===== config.mk =====
export PLATFORM = sky130hd
export DESIGN_NAME = phaser_out_core
export DESIGN_NICKNAME = d
export VERILOG_FILES = /design/src/rtl/phaser_out_core.sv
export SDC_FILE = /design/constraint.sdc
export NUM_CORES = 1
export LEC_CHECK = 0
export ABC_CLOCK_PERIOD_IN_PS = 1900
export BUFFER_PORTS_ARGS = -buffer_cell sky130_fd_sc_hd__buf_2
export CAP_MARGIN = 40
export CORE_UTILIZATION = 48
export DETAILED_ROUTE_END_ITERATION = 10
export PLACE_DENSITY = 0.67
export SYNTH_ARGS = -nofsm -noshare
export SYNTH_HDL_FRONTEND = slang
export SYNTH_SLANG_ARGS = --single-unit

===== constraint.sdc =====
create_clock -name FREQREFCLK -period 1.9 [get_ports FREQREFCLK]
set_clock_uncertainty 0.2 [all_clocks]
set_input_delay 0.19 -clock FREQREFCLK [delete_from_list [all_inputs] [get_ports FREQREFCLK]]
set_output_delay 0.19 -clock FREQREFCLK [all_outputs]
set_load 0.01 [all_outputs]

===== src/rtl/phaser_out_core.sv =====
// -----------------------------------------------------------------------------
// phaser_out_core
// Cycle-level output phaser for one memory PHY byte lane. It derives a fast
// output clock (OCLK), a tap-delayed copy (OCLKDELAYED) and a divided clock
// (OCLKDIV), and provides fine/coarse tap stepping, a 9-bit tap load/readback
// counter, overflow flags and an OSERDES reset pulse. Every register is
// clocked by FREQREFCLK, and all delays are counted in FREQREFCLK cycles.
//
// Ports
//   FREQREFCLK        in   reference clock (rising edge)
//   DIVIDERST         in   asynchronous active-low reset
//   RST               in   synchronous tap reset to FINE_DELAY/COARSE_DELAY
//   PHASEREFCLK       in   phase reference, sampled every cycle
//   SYNCIN            in   divider sync; a rising edge restarts the divider
//   FINEENABLE/INC    in   fine tap step enable / direction (1 = up)
//   COARSEENABLE/INC  in   coarse tap step enable / direction (1 = up)
//   COUNTERLOADEN/VAL in   tap load {coarse[2:0], fine[5:0]}
//   COUNTERREADEN     in   capture the taps into COUNTERREADVAL
//   EDGEADV           in   advance the OCLKDIV phase by one cycle
//   SELFINEOCLKDELAY  in   add the fine tap to the OCLKDELAYED delay
//   SYSCLK, MEMREFCLK in   pin compatibility only
//   OCLK              out  selected output clock (combinational)
//   OCLKDELAYED       out  delayed, optionally inverted PHASEREFCLK
//   OCLKDIV           out  divided clock
//   OSERDESRST        out  OSERDES reset, released on the first OCLKDIV rise
//   FINEOVERFLOW      out  fine tap saturated on its last step attempt
//   COARSEOVERFLOW    out  coarse tap saturated on its last step attempt
//   COUNTERREADVAL    out  captured tap values
// -----------------------------------------------------------------------------
module phaser_out_core #(
   parameter logic [3:0] CLKOUT_DIV      = 4'b0010,
   parameter logic [3:0] CLKOUT_DIV_POS  = 4'b0010,
   parameter logic       COARSE_BYPASS   = 1'b0,
   parameter logic [5:0] COARSE_DELAY    = 6'd0,
   parameter logic [5:0] FINE_DELAY      = 6'd0,
   parameter logic [5:0] OCLK_DELAY      = 6'd0,
   parameter logic       OCLKDELAY_INV   = 1'b0,
   parameter logic [1:0] OUTPUT_CLK_SRC  = 2'b00,
   parameter logic       EN_OSERDES_RST  = 1'b0,
   parameter logic       SYNC_IN_DIV_RST = 1'b0
) (
   input  logic       FREQREFCLK,
   input  logic       DIVIDERST,
   input  logic       RST,
   input  logic       PHASEREFCLK,
   input  logic       SYNCIN,
   input  logic       FINEENABLE,
   input  logic       FINEINC,
   input  logic       COARSEENABLE,
   input  logic       COARSEINC,
   input  logic       COUNTERLOADEN,
   input  logic [8:0] COUNTERLOADVAL,
   input  logic       COUNTERREADEN,
   input  logic       EDGEADV,
   input  logic       SELFINEOCLKDELAY,
   input  logic       SYSCLK,
   input  logic       MEMREFCLK,
   output logic       OCLK,
   output logic       OCLKDELAYED,
   output logic       OCLKDIV,
   output logic       OSERDESRST,
   output logic       FINEOVERFLOW,
   output logic       COARSEOVERFLOW,
   output logic [8:0] COUNTERREADVAL
);

   // Code 15 folds onto 14; an out-of-range high time becomes a half period.
   localparam int N_I   = ((CLKOUT_DIV == 4'd15) ? 14 : int'(CLKOUT_DIV)) + 2;
   localparam int POS_I = ((CLKOUT_DIV_POS == 4'd0) || (int'(CLKOUT_DIV_POS) >= N_I))
                          ? (N_I / 2) : int'(CLKOUT_DIV_POS);
   localparam logic [4:0] N_V   = 5'(N_I);
   localparam logic [4:0] POS_V = 5'(POS_I);

   logic [127:0] r_ph_hist;
   logic [5:0]   r_fine, r_coarse;
   logic         r_fine_ovf, r_coarse_ovf;
   logic [8:0]   r_read_val;
   logic [4:0]   r_cnt;
   logic         r_run;
   logic         r_oclkdiv, r_oclkdly, r_oserdes_rst, r_syncin_q;

   logic [127:0] w_hist_next;
   logic [6:0]   w_dly_idx, w_odly_idx;
   logic         w_dly;
   logic [5:0]   w_fine_next, w_coarse_next;
   logic         w_fine_ovf_next, w_coarse_ovf_next;
   logic         w_sync_rise;
   logic [4:0]   w_cnt_p1, w_cnt_p2, w_cnt_next;
   logic         w_div_next;
   logic         w_unused;

   assign w_unused    = SYSCLK ^ MEMREFCLK;
   assign w_hist_next = {r_ph_hist[126:0], PHASEREFCLK};

   // Tap delay into the sampled history; bit D holds PHASEREFCLK from D+1 edges ago.
   assign w_dly_idx  = {1'b0, r_fine} + (COARSE_BYPASS ? 7'd0 : {1'b0, r_coarse});
   assign w_dly      = r_ph_hist[w_dly_idx];

   // OCLKDELAYED samples the post-shift history so its latency is also index+1.
   assign w_odly_idx = {1'b0, OCLK_DELAY} + (SELFINEOCLKDELAY ? {1'b0, r_fine} : 7'd0);

   always_comb begin
      case (OUTPUT_CLK_SRC)
         2'b00:   OCLK = PHASEREFCLK;
         2'b10:   OCLK = FREQREFCLK;
         default: OCLK = w_dly;
      endcase
   end

   // Tap update: RST beats load beats stepping; fine and coarse step independently.
   always_comb begin
      w_fine_next       = r_fine;
      w_coarse_next     = r_coarse;
      w_fine_ovf_next   = r_fine_ovf;
      w_coarse_ovf_next = r_coarse_ovf;
      if (RST) begin
         w_fine_next       = FINE_DELAY;
         w_coarse_next     = COARSE_DELAY;
         w_fine_ovf_next   = 1'b0;
         w_coarse_ovf_next = 1'b0;
      end else if (COUNTERLOADEN) begin
         w_fine_next       = COUNTERLOADVAL[5:0];
         w_coarse_next     = {3'b000, COUNTERLOADVAL[8:6]};
         w_fine_ovf_next   = 1'b0;
         w_coarse_ovf_next = 1'b0;
      end else begin
         if (FINEENABLE) begin
            if (FINEINC ? (r_fine == 6'd63) : (r_fine == 6'd0)) begin
               w_fine_ovf_next = 1'b1;
            end else begin
               w_fine_next     = FINEINC ? (r_fine + 6'd1) : (r_fine - 6'd1);
               w_fine_ovf_next = 1'b0;
            end
         end
         if (COARSEENABLE) begin
            if (COARSEINC ? (r_coarse == 6'd63) : (r_coarse == 6'd0)) begin
               w_coarse_ovf_next = 1'b1;
            end else begin
               w_coarse_next     = COARSEINC ? (r_coarse + 6'd1) : (r_coarse - 6'd1);
               w_coarse_ovf_next = 1'b0;
            end
         end
      end
   end

   // Divider. The first edge after reset release holds cnt at 0 so that the
   // first OCLKDIV period begins on that edge.
   assign w_sync_rise = SYNCIN & ~r_syncin_q;
   assign w_cnt_p1    = (r_cnt == (N_V - 5'd1)) ? 5'd0 : (r_cnt + 5'd1);
   assign w_cnt_p2    = ((r_cnt + 5'd2) >= N_V) ? (r_cnt + 5'd2 - N_V) : (r_cnt + 5'd2);

   always_comb begin
      if (!r_run)
         w_cnt_next = 5'd0;
      else if (SYNC_IN_DIV_RST && w_sync_rise)
         w_cnt_next = 5'd0;
      else if (EDGEADV)
         w_cnt_next = w_cnt_p2;
      else
         w_cnt_next = w_cnt_p1;
   end

   assign w_div_next = (w_cnt_next < POS_V);

   always_ff @(posedge FREQREFCLK or negedge DIVIDERST) begin
      if (!DIVIDERST) begin
         r_ph_hist     <= '0;
         r_fine        <= FINE_DELAY;
         r_coarse      <= COARSE_DELAY;
         r_fine_ovf    <= 1'b0;
         r_coarse_ovf  <= 1'b0;
         r_read_val    <= 9'd0;
         r_cnt         <= 5'd0;
         r_run         <= 1'b0;
         r_oclkdiv     <= 1'b0;
         r_oclkdly     <= OCLKDELAY_INV;
         r_oserdes_rst <= EN_OSERDES_RST;
         r_syncin_q    <= 1'b0;
      end else begin
         r_ph_hist     <= w_hist_next;
         r_oclkdly     <= w_hist_next[w_odly_idx] ^ OCLKDELAY_INV;
         r_fine        <= w_fine_next;
         r_coarse      <= w_coarse_next;
         r_fine_ovf    <= w_fine_ovf_next;
         r_coarse_ovf  <= w_coarse_ovf_next;
         if (COUNTERREADEN)
            r_read_val <= {r_coarse[2:0], r_fine};
         r_cnt         <= w_cnt_next;
         r_run         <= 1'b1;
         r_oclkdiv     <= w_div_next;
         r_syncin_q    <= SYNCIN;
         // Released on the first rising edge of OCLKDIV; never set again until reset.
         if (w_div_next && !r_oclkdiv)
            r_oserdes_rst <= 1'b0;
      end
   end

   assign OCLKDELAYED    = r_oclkdly;
   assign OCLKDIV        = r_oclkdiv;
   assign OSERDESRST     = r_oserdes_rst;
   assign FINEOVERFLOW   = r_fine_ovf;
   assign COARSEOVERFLOW = r_coarse_ovf;
   assign COUNTERREADVAL = r_read_val;

endmodule


==> results.yml, run 1 <==
routing:
  routed_via_density: 5.54
  drtIter0Drc: 106
  wl_per_cell_um: 16.4
  drt_pass1_iterations: 4
  vias: 3058
  drtAntennaViolNets: 0
  wl_um: 9030
  drc: 0
critical_path:
  end_kind: "flip-flop"
  path_buf_inv: 0
  cpLargestDelayFamily: "simple AND/OR/NAND/NOR gates"
  r2r-end: "OCLKDIV"
  ff2ff_setup_slack_ns: -0.11
  arrival_ns: 2.07
  worstPathMaxFanout: 3
  ff2ff_path_depth: 8
  required_ns: 1.96
  reg2reg_from: "r_cnt[1]"
  crit_type: "reg2reg"
  cp-start-kind: "flip-flop"
  slowest_stage: "dfrtp_1"
  crit_path_cell_trace: "ha_4 > xnor2_4 > ha_2 > nand2_1 > and3_4 > a21oi_2 > o21a_1 > nor4_2"
  slowest_delay_ns: 0.44
clocking:
  cts_buffers: 9
  clock_sinks: 94
  clk_pin_slew_ns: 0.08
  clk_latency_ns: 0.35
  cts_tree: "built"
  cts_root_buf: "clkbuf_8"
  clock_tree.htree_level_count: 3
  clockBufferDepth: 2
yosys:
  ys.flop_type: "dfrtp_1"
  syn-cell-area_mm2: 0.00425
  synthArstFlopShare_pct: 100
  avgSynthCellArea_um2: 12.3
  ys_seq_area_share_pct: 55.3
  yosys-top-cells-area: "dfrtp_1 55%, mux4_2 4.2%, ha_1 3.8%"
  syn_inst: 347
  synth_top_cell_by_area: "dfrtp_1"
  synth_seq_cells: 94
  syn-num-nets: 386
  synth_top_area_share_pct: 55.3
  ys_types: 61
  yosysWarnings: 0
  synth-edff-count: 0
global_routing:
  grt_max_degree: 41
  grt_pass1_wl_um: 14700
  grt_pass1_vias: 3027
  overflow: 0
  antenna_found_initial: 0
  grtUsageTotal_pct: 21.3
timing:
  hold_viol_final: 0
  setup_viol: 9
  fmax_mhz: 497
  fin_crit_ns: 2.01
  min_period_over_period_pct: 106
  setup_ws_ns: -0.111
  rsz0062_at_grt: "true"
  maxSlewViolCount: 0
  tns_ns: -0.654
power:
  cellLeakagePower_nw: 2.47
  p_per_area_mw_per_mm2: 886
  intPower_mw: 3.53
  swShare_pct: 27.1
  pwr-share-seq_pct: 46.5
  combPwrFrac_pct: 23.6
  p_total_mw: 4.84
  clockPowerShare_pct: 30.0
  ir_drop_uv: 549
  power.net_switching_mw: 1.31
floorplan:
  placementRows: 33
  die_h_um: 96.1
  pin_count: 39
  die_area_mm2: 0.00924
  initial_utilization_pct: 50.8
  die_w_um: 96.1
  core_area_mm2: 0.00838
run:
  cap_violations: 0
cells_and_area:
  diodes: 0
  n_fill_cell: 620
  drive_gt1_share_pct: 36.7
  area_growth_pct: 28.6
  fin_util_pct: 65.2
  nets: 481
min_path:
  min_from: "COUNTERLOADVAL[0]"
  hp-class: "in2reg"
  min_path_cells: 3
  worstHoldEndpoint: "r_fine[0]"
run_status:
  violations: "setup timing"
  outcome: "complete, but fails checks"
place:
  finalWeightedCongestion: 0.804
  io_buffers: 34
  hpwlAfterDp_um: 6470
cell families after synthesis:
family	share of synthesized area [%]
DFF	55.3
adders and majority gates	4.76
xor gates and xnor gates	2.26
other	0.177
AOI/OAI and AO/OA	12.3
muxes	10.4
buffers and inverters	3.44
and+or+nand+nor	11.4
cell usage in the layout (no fill, tap or decap), drive strengths merged, types with 6 or more instances in the layout:
master,count
a211oi,6
a21oi,15
buf,90
clkbuf,12
dfrtp,94
dlygate4sd3,12
ha,13
inv,13
mux2,11
mux2i,14
mux4,8
nand2,21
nand2b,8
nor2,17
o21ai,10
xnor2,7
routing by layer:
metal / GRT usage [%] / vias to the layer above / part of all wire, %
met5: 0 / - / 0
met4: 4.48 / 0 / 0.73
met3: 5.29 / 7 / 4.5
met2: 34.4 / 68 / 47
met1: 29.2 / 1526 / 48
li1: - / 1457 / -
synthesized netlist by cell type (3+ instances only):
cell / instances
a211oi_1: 6
a21o_1: 5
a21oi_1: 14
and2_1: 4
buf_2: 9
buf_4: 3
clkbuf_1: 4
dfrtp_1: 94
ha_1: 13
inv_1: 12
mux2_2: 11
mux2i_1: 14
mux4_2: 8
nand2_1: 21
nand2b_1: 8
nand3_1: 5
nor2_1: 17
nor3_1: 4
nor3b_1: 5
nor4_1: 4
o21ai_0: 10
o22ai_1: 3
o31ai_1: 5
o32ai_1: 3
or2_2: 3
xnor2_1: 7
xor2_1: 4
stage by stage:
| step | std cells | area [um2] | setup slack [ns] | hold WS (ns) |
|---|---|---|---|---|
| after global routing | 552 | 5470 | -0.200 | 0.0179 |
| after global placement | 520 | 4900 | -0.119 | -0.0854 |
| after floorplan | 347 | 4290 | -0.0258 | -0.306 |
| after CTS | 552 | 5370 | -0.143 | 0.0116 |
| after detailed placement | 520 | 4900 | -0.160 | -0.0781 |
| final | 552 | 5470 | -0.111 | 0.0234 |
worst max path at each step:
| stage | start | endpoint | slack (ns) | depth (start not counted) |
|---|---|---|---|---|
| final | r_cnt[1] | OCLKDIV | -0.11 | 8 |
| after global placement | COARSEINC | r_coarse[5] | -0.12 | 8 |
| after CTS | r_fine[1] | r_fine[5] | -0.14 | 6 |
| after global routing | r_fine[1] | r_fine[5] | -0.20 | 6 |
| after floorplan | r_cnt[2] | OCLKDIV | -0.03 | 8 |
| after detailed placement | r_fine[1] | r_fine[4] | -0.16 | 7 |
timing repair:
action / CTS / global route
cloned: 1 / 0
resized for setup: 18 / 20
endpoints found under the hold margin: 104 / 0
buffers inserted: 3 / 0
pin swaps: 8 / 10
setup endpoints to repair: 12 / 17
hold buffers: 12 / 0
worst register-to-register path, stage by stage (launching register included):
cell and delay (ns):
dfrtp_1 0.44, ha_4 0.20, xnor2_4 0.15, ha_2 0.17, nand2_1 0.05, and3_4 0.19, a21oi_2 0.06, o21a_1 0.21
nor4_2 0.25
cell type report:
type / count / area [um2] / area share (%)
clock buffers: 12 / 145 / 2.65
clock inverters: 4 / 77.6 / 1.42
inverters: 12 / 45.0 / 0.824
multi-input cells: 222 / 1930 / 35.3
flip-flops and latches: 94 / 2360 / 43.1
well taps: 105 / 131 / 2.40
repair buffers: 103 / 785 / 14.3
flip-flops by register name (all words and copies together) (netlist names):
name / flops
FINEOVERFLOW: 1
OCLKDELAYED: 1
OCLKDIV: 1
COARSEOVERFLOW: 1
r_cnt: 5
r_ph_hist: 63
r_coarse: 6
r_fine: 6
r_run: 1
COUNTERREADVAL: 9
power groups by stage:
stage	Clock (mW)	Sequential (mW)	Combinational, mW
final	1.45	2.25	1.14
after global routing	1.59	2.27	1.25
after CTS	1.50	2.24	1.10
after detailed placement	0	2.27	1.01
after global placement	0	2.27	0.980
after floorplan	0	2.27	0.595
Power figures use the tool's default switching activity.
==> inputs of run 2 (changes only) <==
- SKIP_CTS_REPAIR_TIMING: not set -> 1
==> run 2 against run 1 <==
  * The run still ends with setup timing left
  * Hold slack lost 0.0018 ns
  * Sequential cell count is the same
  * Via count barely moved
  * Global-route usage fell by 0.33 points
  * Register-to-register slack worse by 0.05 ns
  * Power rose by 0.10%
  * Utilization increased by 0.22 points
==> results.yml, run 2 (same netlist as run 1, synthesis figures left out) <==
run_status:
  outcome: "complete, but fails checks"
  violations: "setup timing"
global_routing:
  grtUsageTotal_pct: 21.0
  overflow: 0
  grt_pass1_wl_um: 14400
  grt_max_degree: 41
  antenna_found_initial: 0
  grt_pass1_vias: 2980
timing:
  setup_viol: 9
  maxSlewViolCount: 0
  fin_crit_ns: 2.06
  whs_ns: 0.0216
  setup_ws_ns: -0.161
  min_period_over_period_pct: 108
  rsz0062_at_grt: "true"
  hold_viol_final: 0
  fmax_mhz: 485
cells_and_area:
  drive_gt1_share_pct: 39.5
  instances_no_fill: 548
  diodes: 0
  largest_reg_flops: 63
  regMostFlops: "r_ph_hist"
  multi_input_area_mm2: 0.00199
  n_fill_cell: 610
  mostFrequentLayoutCells: "90 x dfrtp_1, 49 x buf_4, 33 x buf_2"
  mostFrequentLayoutCell: "dfrtp_1"
  area_growth_pct: 29.0
  regArea_mm2: 0.00236
  nets: 477
place:
  io_buffers: 34
  place_inst: 520
  hpwlAfterDp_um: 6470
  finalWeightedCongestion: 0.804
critical_path:
  critical_path_depth: 7
  cpLargestDelayFamily: "simple AND/OR/NAND/NOR gates"
  worstPathMaxFanout: 5
  end_kind: "flip-flop"
  slowest_stage: "or4_4"
  slowest_delay_ns: 0.56
  r2r-end: "r_fine[0]"
  ff2ff_setup_slack_ns: -0.16
  arrival_ns: 2.10
  critical_path.startpoint: "r_fine[2]"
  crit_path_cell_trace: "buf_6 > inv_2 > or4_4 > a21oi_4 > buf_6 > nand2_4 > o31ai_4"
  endpoint: "r_fine[0]"
  required_ns: 1.94
  cp-start-kind: "flip-flop"
  reg2reg_from: "r_fine[2]"
  crit_type: "reg2reg"
  path_buf_inv: 3
  cpMostUsedCell: "buf_6"
  ff2ff_path_depth: 7
power:
  cellLeakagePower_nw: 2.47
  combPwrFrac_pct: 23.7
  pwr-share-seq_pct: 46.5
  intPower_mw: 3.52
  clockPowerShare_pct: 29.9
  p_per_area_mw_per_mm2: 884
  power.net_switching_mw: 1.33
  swShare_pct: 27.4
  ir_drop_uv: 549
routing:
  drt_pass1_iterations: 4
  wl_um: 9340
  drtAntennaViolNets: 0
  routed_via_density: 5.58
  wl_per_cell_um: 17.0
  vias: 3060
  drc: 0
  drtIter0Drc: 83
clocking:
  clock_tree.htree_level_count: 3
  clockBufferDepth: 2
  clk_latency_ns: 0.35
  clk_pin_slew_ns: 0.08
  clock_sinks: 94
  cts_buffers: 9
  cts_root_buf: "clkbuf_8"
  cts_tree: "built"
floorplan:
  pin_count: 39
  core_area_mm2: 0.00838
  die_w_um: 96.1
  die_area_mm2: 0.00924
  die_h_um: 96.1
  placementRows: 33
  initial_utilization_pct: 50.8
run:
  cap_violations: 0
min_path:
  hp-class: "in2reg"
-- run 2: cell types whose count changed in the layout (fill, tap and decap cells not counted), moves of 2 or more --
cell	delta
o21ai_1	+2
nor2_1	-2
dlygate4sd3_1	-4
o21ai_0	-2
nand2_1	-2
-- run 2: how the worst min path moves through the flow --
| stage | from | cells after the start | to | slack [ns] |
|---|---|---|---|---|
| 4_1_cts | DIVIDERST | 1 | r_ph_hist[22] | -0.48 |
| 2_1_floorplan | DIVIDERST | 0 | COARSEOVERFLOW | -0.31 |
| 3_5_place_dp | DIVIDERST | 1 | r_ph_hist[22] | -0.08 |
| 6_report | COUNTERLOADVAL[3] | 4 | r_fine[3] | 0.02 |
| 5_1_grt | COUNTERLOADVAL[1] | 3 | r_fine[1] | 0.002 |
| 3_3_place_gp | DIVIDERST | 1 | r_ph_hist[22] | -0.09 |
-- run 2: stage by stage --
| step | TNS (ns) | power [mW] | util, % | setup slack, ns | cell area, um2 |
|---|---|---|---|---|---|
| 2_1_floorplan | -0.0258 | 2.87 | - | -0.0258 | 4290 |
| 3_3_place_gp | -0.824 | 3.25 | 58.4 | -0.119 | 4900 |
| 3_5_place_dp | -1.03 | 3.28 | 58.4 | -0.160 | 4900 |
| 4_1_cts | -1.27 | 4.75 | 61.1 | -0.169 | 5120 |
| 5_1_grt | -1.69 | 5.11 | 65.5 | -0.208 | 5490 |
| 6_report | -0.960 | 4.85 | 65.5 | -0.161 | 5490 |
-- run 2: power groups by stage --
stage | clock network, mW | registers, mW | logic (mW)
after global routing | 1.59 | 2.27 | 1.26
after floorplan | 0 | 2.27 | 0.595
after detailed placement | 0 | 2.27 | 1.01
after global placement | 0 | 2.27 | 0.980
after CTS | 1.50 | 2.24 | 1.01
final | 1.45 | 2.25 | 1.15
-- run 2: worst register-to-register path, stage by stage, from the launching register on --
cell and delay [ns]:
dfrtp_2 0.46, buf_6 0.15, inv_2 0.04, or4_4 0.56, a21oi_4 0.25, buf_6 0.16, nand2_4 0.06, o31ai_4 0.07
-- run 2: metal layers --
layer / wire length, um / vias up / part of all wire [%] / track usage (%)
met1: 4400 / 1539 / 47 / 28.8
met5: 0 / - / 0 / 0
li1: - / 1441 / - / -
met4: 91 / 0 / 0.97 / 4.35
met3: 441 / 9 / 4.7 / 5.29
met2: 4420 / 71 / 47 / 33.7
-- run 2: cell type report --
cell class                 instances  share of cell area (%)
clock inverter                     4                    1.41
sequential                        94                    43.0
multi-input combinational        222                    36.2
tap                              105                    2.39
clock buffer                      12                    2.64
inverter                          12                   0.821
timing repair buffer              99                    13.6
